<file path="src/rtl/sr_task_queue_ctrl.sv">
// Task-queue controller: a single-command FSM that sequences enqueue, dequeue,
// block and activate operations onto a row of shift-register queue cells. It
// keeps the occupancy count and hands dequeued task ids out on a dispatch port.
//
// Handshakes: a transfer happens on the rising edge where valid && ready are
// both 1. The source holds valid and its payload until that edge. The sink's
// ready may depend on its own state only.
module sr_task_queue_ctrl #(
  parameter int DEPTH  = 8,
  parameter int TID_W  = 4,
  parameter int INFO_W = 32,
  localparam int CNT_W = $clog2(DEPTH + 1)
) (
  input  logic              clk,
  input  logic              rst,
  input  logic              cmd_valid,
  output logic              cmd_ready,
  input  logic [1:0]        cmd_op,
  input  logic [TID_W-1:0]  cmd_tid,
  input  logic [INFO_W-1:0] cmd_info,
  input  logic [TID_W-1:0]  head_tid,
  output logic              enqueue,
  output logic              dequeue,
  output logic              remove,
  output logic              que_act,
  output logic              que_blk,
  output logic [TID_W-1:0]  in_tid,
  output logic [INFO_W-1:0] parallel_data,
  output logic              disp_valid,
  input  logic              disp_ready,
  output logic [TID_W-1:0]  disp_tid,
  output logic [CNT_W-1:0]  count,
  output logic              full,
  output logic              empty,
  output logic              err,
  output logic [1:0]        fsm_state
);

  localparam logic [1:0] OP_ENQ = 2'b00;
  localparam logic [1:0] OP_DEQ = 2'b01;
  localparam logic [1:0] OP_BLK = 2'b10;
  localparam logic [1:0] OP_ACT = 2'b11;

  typedef enum logic [1:0] {
    S_IDLE   = 2'd0,
    S_EXEC   = 2'd1,
    S_SETTLE = 2'd2,
    S_DISP   = 2'd3
  } state_t;

  state_t     state, state_n;
  logic [1:0] op_q;
  logic       accept;

  assign accept     = (state == S_IDLE) && cmd_valid;
  assign full       = (count == CNT_W'(DEPTH));
  assign empty      = (count == '0);
  assign disp_valid = (state == S_DISP);
  assign fsm_state  = state;

  // State register; reset aborts any operation in flight, including a dispatch.
  always_ff @(posedge clk or posedge rst) begin
    if (rst) state <= S_IDLE;
    else     state <= state_n;
  end

  // Next state and the one-cycle cell strobes, which fire only in EXEC.
  always_comb begin
    state_n   = state;
    cmd_ready = 1'b0;
    enqueue   = 1'b0;
    dequeue   = 1'b0;
    remove    = 1'b0;
    err       = 1'b0;
    case (state)
      S_IDLE: begin
        cmd_ready = 1'b1;
        if (cmd_valid) state_n = S_EXEC;
      end
      S_EXEC: begin
        state_n = S_SETTLE;
        case (op_q)
          OP_ENQ: begin
            if (full) err = 1'b1;
            else      enqueue = 1'b1;
          end
          OP_DEQ: begin
            if (empty) begin
              err = 1'b1;
            end else begin
              dequeue = 1'b1;
              // Last entry leaving: cells also clear their valid flags.
              remove  = (count == CNT_W'(1));
              state_n = S_DISP;
            end
          end
          default: ;
        endcase
      end
      S_SETTLE: state_n = S_IDLE;
      S_DISP: begin
        if (disp_ready) state_n = S_IDLE;
      end
      default: state_n = S_IDLE;
    endcase
  end

  // Capture the accepted command and its payload; payload regs hold until replaced.
  always_ff @(posedge clk or posedge rst) begin
    if (rst) begin
      op_q          <= OP_ENQ;
      in_tid        <= '0;
      parallel_data <= '0;
      disp_tid      <= '0;
    end else if (accept) begin
      op_q <= cmd_op;
      if (cmd_op == OP_ENQ) begin
        in_tid        <= cmd_tid;
        parallel_data <= cmd_info;
      end
      if (cmd_op == OP_DEQ && !empty) disp_tid <= head_tid;
    end
  end

  // Occupancy count follows the strobes, so it can never wrap.
  always_ff @(posedge clk or posedge rst) begin
    if (rst)          count <= '0;
    else if (enqueue) count <= count + CNT_W'(1);
    else if (dequeue) count <= count - CNT_W'(1);
  end

  // Queue-state levels; block and activate are mutually exclusive by construction.
  always_ff @(posedge clk or posedge rst) begin
    if (rst) begin
      que_act <= 1'b0;
      que_blk <= 1'b1;
    end else if (state == S_EXEC && op_q == OP_BLK) begin
      que_act <= 1'b0;
      que_blk <= 1'b1;
    end else if (state == S_EXEC && op_q == OP_ACT) begin
      que_act <= 1'b1;
      que_blk <= 1'b0;
    end
  end

endmodule

</file>
<file path="config.mk">
export PLATFORM = sky130hd
export DESIGN_NAME = sr_task_queue_ctrl
export DESIGN_NICKNAME = d
export VERILOG_FILES = /design/src/rtl/sr_task_queue_ctrl.sv
export SDC_FILE = /design/constraint.sdc
export NUM_CORES = 1
export LEC_CHECK = 0
export CELL_PAD_IN_SITES_DETAIL_PLACEMENT = 0
export CELL_PAD_IN_SITES_GLOBAL_PLACEMENT = 1
export CORE_ASPECT_RATIO = 0.9
export CORE_MARGIN = 5
export CORE_UTILIZATION = 31
export CTS_BUF_LIST = sky130_fd_sc_hd__clkbuf_16
export CTS_CLUSTER_DIAMETER = 60
export DETAILED_ROUTE_END_ITERATION = 6
export GPL_ROUTABILITY_DRIVEN = 0
export PLACE_DENSITY_LB_ADDON = 0.3
export SLEW_MARGIN = 20
export SYNTH_ARGS = -nofsm -noshare
export SYNTH_HDL_FRONTEND = slang
export SYNTH_SLANG_ARGS = --single-unit
</file>
<file path="constraint.sdc">
create_clock -name clk -period 2.2 [get_ports clk]
set_input_delay 0.66 -clock clk [delete_from_list [all_inputs] [get_ports clk]]
set_output_delay 0.66 -clock clk [all_outputs]
set_load 0.01 [all_outputs]
</file>
==> flow_metrics.tcl, run 1 <==
set metrics [dict create \
    ys_async_sr_fraction_pct 100.0 \
    multi_input_area_um2 910.9 \
    slew_headroom_pct 79.25 \
    fmax_mhz 451.3 \
    crit_end "enqueue" \
    maxSlewViolCount 0 \
    die-area_um2 8882 \
    layout.nets 339 \
    rrSetupSlack_ns 0.57 \
    layoutNonFillerInstCount 383 \
    cp.required_ns 1.54 \
    tritoncts "built" \
    grt.total_usage_pct 12.84 \
    worst-endpoint-arrival_ns 1.56 \
    dp.cells 374 \
    core_area_um2 6967 \
    worstSetupPathType "reg2out" \
    vias 1735 \
    grt_max_degree 37 \
    drc 0 \
    fin_crit_sh_pct 100.7 \
    path_buf_inv 2 \
    hold_path.class "reg2reg" \
    h-tree-depth 2 \
    yosysWarnings 0 \
    avgSynthCellArea_um2 13.75 \
    drt_iter0_drc 12 \
    synth_area_leaders "dfrtp_1, mux2_2, buf_6, ha_1, dfstp_2" \
    worstRegToRegCells 7 \
    syn_nets 209 \
    timing.final.crit_period_ns 2.216 \
    setup_viol 1 \
    cp_cell_sequence "or3b_4 -> buf_4 -> nor3_2 -> buf_2" \
    wirelength_um 5590 \
    die_w_um 98.79 \
    grt_pass1_wl_um 9370 \
    rsz0062_at_grt "true" \
    first_pass_iters 4 \
    fin_ws_ns -0.01563 \
    cp_slowest_cell "or3b_4" \
    clkSinkCount 50 \
    synth_edf_count 0 \
    synthesis.area_um2 2200 \
    drive_gt1_share_pct 34.83 \
    critPathMaxStageDelay_ns 0.44 \
    endpoint_kind "output pin" \
    regToRegEndpoint "disp_tid[3]$_DFFE_PP0P_" \
    dieHeight_um 89.91 \
    worst_pin_slew_ns 0.3080 \
    seq_area_frac_synth_pct 56.94 \
    violations "setup timing" \
    n_fill_cell 652 \
    status "complete, but fails checks" \
    drv_cap 0 \
    yosys.area.top_type "dfrtp_1" \
    postRouteAntennaNets 0 \
    cp_top_family "simple AND/OR/NAND/NOR gates" \
    final_hold_viol_count 0 \
    cellPowerDensity_nw_per_um2 1355 \
    syn_to_final_growth_pct 66.67 \
    critPathLaunch "fsm_state[1]$_DFFE_PP0P_" \
    io_pins 102 \
    synth_cell_types 35 \
    syn_inst 160 \
    clkTransAtPathRegs_ns 0.07 \
    r2r-start "count[1]$_DFFE_PP0P_" \
    insertion_delay_ns 0.28 \
    leakagePower_nw 1.557 \
    synth.top_cell.area_share_pct 55.75 \
    cts_buffers 5 \
    skew_ns 0.004978 \
    fin_total_pwr_w 0.004967 \
    regArea_um2 1254 \
    crit_path_start_kind "register" \
    postCtsHoldBufs 0 \
    post_drt_wl_per_cell_um 14.60 \
    vias_per_cell 4.530 \
    start_util_pct 31.57 \
    synth_seq_cells 50 \
    rows 29 \
    cts_buffer_depth 2 \
    fin_util_pct 52.62 \
    dp_slack_ns -0.1258 \
    crit_fanout 4 \
    grt_pass1_vias 1828 \
    io_buffer_count 101 \
    path_depth 4 \
    dp_hpwl_um 4308 \
    grt_overflow 0 \
    synth_ff_type "dfrtp_1" \
    diodes 0 \
    antenna_found_initial 0 \
    cts_root_buf "clkbuf_16" \
    ir_drop_mv 0.6325 \
]
[worst min path at each step]
stage,start,end,slack (ns),depth (start not counted)
after floorplan,op_q[1]$_DFFE_PP0P_,que_blk$_DFFE_PP1P_,0.47,1
after global placement,parallel_data[26]$_DFFE_PP0P_,parallel_data[26]$_DFFE_PP0P_,0.49,1
after detailed placement,parallel_data[16]$_DFFE_PP0P_,parallel_data[16]$_DFFE_PP0P_,0.50,1
after CTS,parallel_data[3]$_DFFE_PP0P_,parallel_data[3]$_DFFE_PP0P_,0.51,1
after global routing,parallel_data[17]$_DFFE_PP0P_,parallel_data[17]$_DFFE_PP0P_,0.52,1
final,parallel_data[3]$_DFFE_PP0P_,parallel_data[3]$_DFFE_PP0P_,0.50,1
[routing by layer]
metal | up-vias | GRT usage [%] | share of wire (%)
met5 | - | 0 | 0
met4 | 0 | 2.048 | 0.34
met2 | 51 | 20.81 | 50
met3 | 4 | 5.882 | 9.3
li1 | 830 | - | -
met1 | 850 | 15.97 | 41
[synthesized netlist by cell type (2+ instances only)]
cell type and instances:
ha_1 3, dfrtp_1 49, a21oi_1 5, nand3_1 2, nand2b_1 2, xnor2_1 2, mux2_2 43, nor2b_1 4
nor2_1 5, buf_6 5, nor3_1 5, inv_1 5, a31oi_1 4, nand2_1 5
[placed cells by master (no fill, tap or decap), drive strengths merged, types with 4 or more instances in the layout]
| cell type | Yosys | routed |
|---|---|---|
| nor3 | 5 | 5 |
| mux2 | 43 | 43 |
| nor2b | 4 | 4 |
| clkdlybuf4s50 | 0 | 94 |
| inv | 5 | 6 |
| a31oi | 4 | 4 |
| buf | 6 | 34 |
| dfrtp | 49 | 49 |
| nor2 | 5 | 5 |
| clkbuf | 1 | 6 |
| nand2 | 5 | 5 |
| a21oi | 5 | 5 |
[layout make-up]
type | count | share of cell area [%]
Clock buffer | 5 | 3.413
Tap cell | 93 | 3.174
Sequential cell | 50 | 34.20
Inverter | 5 | 0.5119
Multi-Input combinational cell | 98 | 24.85
Clock inverter | 2 | 0.3072
Timing Repair Buffer | 130 | 33.55
[kinds of logic after synthesis]
group                    synth area share, %
XOR/XNOR                              0.7965
flip-flops                             56.94
multiplexers                           22.01
AND/OR/NAND/NOR                        10.01
adder cells (fa/ha/maj)                1.707
buffers and inverters                  3.811
AO/OA/AOI/OAI                          4.721
[state kept, by name, summed over array words and instances (netlist names)]
signal / flops
parallel_data: 32
count: 4
disp_tid: 4
in_tid: 4
fsm_state: 2
op_q: 2
que_act: 1
que_blk: 1
[power by group]
group	leakage (nW)	total [W]	switching, W	internal, W
Combinational	0.895	0.00259	0.000991	0.00160
Sequential	0.595	0.00165	0.000264	0.00139
Clock	0.0671	0.000724	0.000313	0.000411
Total	1.56	0.00497	0.00157	0.00340
[worst register-to-register path, cell delays in order, from the launching register on]
cell and delay [ns]:
dfrtp_1 0.39, inv_2 0.06, ha_2 0.18, buf_4 0.13, nand2_1 0.07, buf_4 0.15, nand3_1 0.18, mux2_2 0.36
[what timing repair did]
action	CTS	global route
setup buffers	0	2
endpoints found under the setup margin	6	8
endpoints found under the hold margin	0	0
gates resized for setup	27	12
pin swaps	1	2
cloned	0	0
[stage by stage]
stage / TNS [ns] / hold slack, ns / cell area [um2]
6_report: -0.01563 / 0.5039 / 3666
5_1_grt: -0.1783 / 0.5196 / 3666
3_3_place_gp: -1.344 / 0.4885 / 3490
3_5_place_dp: -1.389 / 0.4963 / 3490
2_1_floorplan: 0 / 0.4686 / 2200
4_1_cts: 0 / 0.5113 / 3627
Note: power is estimated with default switching activity, not from simulation.
==> inputs of run 2 (changes only) <==
==> config.mk (replaced) <==
export PLATFORM = sky130hd
export DESIGN_NAME = sr_task_queue_ctrl
export DESIGN_NICKNAME = d
export VERILOG_FILES = /design/src/rtl/sr_task_queue_ctrl.sv
export SDC_FILE = /design/constraint.sdc
export NUM_CORES = 1
export LEC_CHECK = 0
export CELL_PAD_IN_SITES_DETAIL_PLACEMENT = 1
export CELL_PAD_IN_SITES_GLOBAL_PLACEMENT = 2
export CORE_ASPECT_RATIO = 0.9
export CORE_MARGIN = 5
export CORE_UTILIZATION = 26
export CTS_BUF_LIST = sky130_fd_sc_hd__clkbuf_16
export CTS_CLUSTER_DIAMETER = 60
export CTS_CLUSTER_SIZE = 20
export DETAILED_ROUTE_END_ITERATION = 6
export GPL_ROUTABILITY_DRIVEN = 0
export PLACE_DENSITY_LB_ADDON = 0.1
export SLEW_MARGIN = 20
export SYNTH_ARGS = -nofsm -noshare
export SYNTH_HDL_FRONTEND = slang
export SYNTH_SLANG_ARGS = --single-unit
==> run 2 against run 1 <==
- the run now ends clean
- count of clock-buffer cells in the layout unchanged
- clock skew about the same
- register-to-register slack worse by 0.11 ns
- final area grew 0.96%
- first-iteration DRC count rose by 83%
- critical endpoint is now remove
==> flow_metrics.tcl, run 2 (same netlist as run 1, synthesis figures left out) <==
set metrics [dict create \
    status "completed" \
    path_buf_inv 1 \
    first_pass_iters 4 \
    die_w_um 107.0 \
    post_drt_wl_per_cell_um 15.58 \
    io_buffer_count 101 \
    multi_input_area_um2 925.9 \
    tritoncts "built" \
    drt_iter0_drc 22 \
    clkTransAtPathRegs_ns 0.07 \
    largest_register "parallel_data" \
    rows 31 \
    timing.final.crit_period_ns 2.174 \
    endpoint_kind "output pin" \
    setup_viol 0 \
    fin_area_um2 3701 \
    worst-endpoint-arrival_ns 1.51 \
    mostFrequentLayoutCell "clkdlybuf4s50_1" \
    cp_slowest_cell "or3b_4" \
    cts_buffers 5 \
    maxSlewViolCount 0 \
    regArea_um2 1252 \
    final_hold_viol_count 0 \
    hold_path.class "reg2reg" \
    cp_cell_sequence "or3b_4 -> nor4_4 -> buf_2" \
    leakagePower_nw 1.553 \
    ir_drop_mv 0.5424 \
    syn_to_final_growth_pct 68.26 \
    dp_hpwl_um 4632 \
    layoutNonFillerInstCount 388 \
    insertion_delay_ns 0.29 \
    grt_pass1_wl_um 10120 \
    skew_ns 0.005163 \
    crit_fanout 2 \
    cellPowerDensity_nw_per_um2 1397 \
    drive_gt1_share_pct 35.64 \
    cp_top_family "simple AND/OR/NAND/NOR gates" \
    slew_headroom_pct 78.05 \
    grt.total_usage_pct 12.08 \
    largest_reg_flops 32 \
    crit_path_start_kind "register" \
    fmax_mhz 460.0 \
    grt_overflow 0 \
    n_fill_cell 864 \
    dp.cells 379 \
    grt_max_degree 51 \
    rsz0062_at_grt "true" \
    clkSinkCount 50 \
    io_pins 102 \
    cp.required_ns 1.54 \
    die-area_um2 10400 \
    fin_ws_ns 0.02603 \
    vias_per_cell 4.544 \
    postCtsHoldBufs 0 \
    vias 1763 \
    tns_ns 0 \
    hold_depth 1 \
    core_area_um2 8145 \
    cts_buffer_depth 2 \
    layout.nets 337 \
    fin_crit_sh_pct 98.82 \
    whs_ns 0.5085 \
    dieHeight_um 97.26 \
    critPathMaxStageDelay_ns 0.43 \
    path_depth 3 \
    worst_pin_slew_ns 0.3293 \
    diodes 0 \
    wirelength_um 6046 \
    placed_area_um2 3490 \
    antenna_found_initial 0 \
    drv_cap 0 \
    postRouteAntennaNets 0 \
    h-tree-depth 2 \
    dp_slack_ns -0.1660 \
    final_cell_mix "clkdlybuf4s50_1, dfrtp_1, mux2_2, buf_4" \
    drc 0 \
    grt_pass1_vias 1941 \
    cts_root_buf "clkbuf_16" \
    start_util_pct 27.00 \
    worstRegToRegCells 5 \
    worstSetupPathType "reg2out" \
]
[run 2: cell types whose count changed in the layout (fill, tap and decap cells not counted), sizes merged]
cell and change:
dlygate4sd2 +2, bufinv +1, buf -2, clkdlybuf4s50 -1, dlymetal6s2s -1
[run 2: worst register-to-register path, stage by stage (launching register included)]
cell and delay [ns]:
dfrtp_1 0.38, buf_4 0.13, buf_4 0.15, nor4_4 0.31, buf_12 0.26, mux2_2 0.38
[run 2: worst paths after layout]
check,from,end,slack (ns)
max reg2reg,fsm_state[1]$_DFFE_PP0P_,parallel_data[17]$_DFFE_PP0P_,0.46
max,fsm_state[1]$_DFFE_PP0P_,remove,0.03
min in group asynchronous,rst,parallel_data[13]$_DFFE_PP0P_,0.73
min,parallel_data[19]$_DFFE_PP0P_,parallel_data[19]$_DFFE_PP0P_,0.51
max in group asynchronous,rst,que_blk$_DFFE_PP1P_,1.17
min reg2reg,parallel_data[19]$_DFFE_PP0P_,parallel_data[19]$_DFFE_PP0P_,0.51
[run 2: power by group]
| group | switching [W] | internal [W] |
|---|---|---|
| combinational | 0.00101 | 0.00160 |
| clock | 0.000366 | 0.000545 |
| sequential | 0.000269 | 0.00138 |
| total | 0.00164 | 0.00353 |
[run 2: final cells by class]
type	instances	area share (%)
flip-flops and latches	50	33.84
clock inverters	3	1.318
multi-input cells	98	25.02
well taps	99	3.347
clock buffers	5	3.381
repair buffers	128	32.59
inverters	5	0.5071
[run 2: per-layer routing]
layer / part of all wire (%) / global-route usage (%) / vias to the layer above
met4: 0.69 / 2.360 / 0
met1: 43 / 14.85 / 879
li1: - / - / 822
met3: 6.8 / 4.053 / 4
met5: 0 / 0 / -
met2: 49 / 20.62 / 58
[run 2: repair_timing]
action / in CTS / in global routing
buffers inserted: 1 / 0
gates resized for setup: 32 / 11
hold endpoints to repair: 0 / 0
setup endpoints to repair: 8 / 6
pin swaps: 1 / 3
[run 2: per-stage QoR]
step,utilization [%],power [W]
global route,45.44,0.005522
finish,45.44,0.005171
global placement,42.84,0.004202
floorplan,-,0.002762
detailed placement,42.84,0.004235
CTS,45.21,0.005212
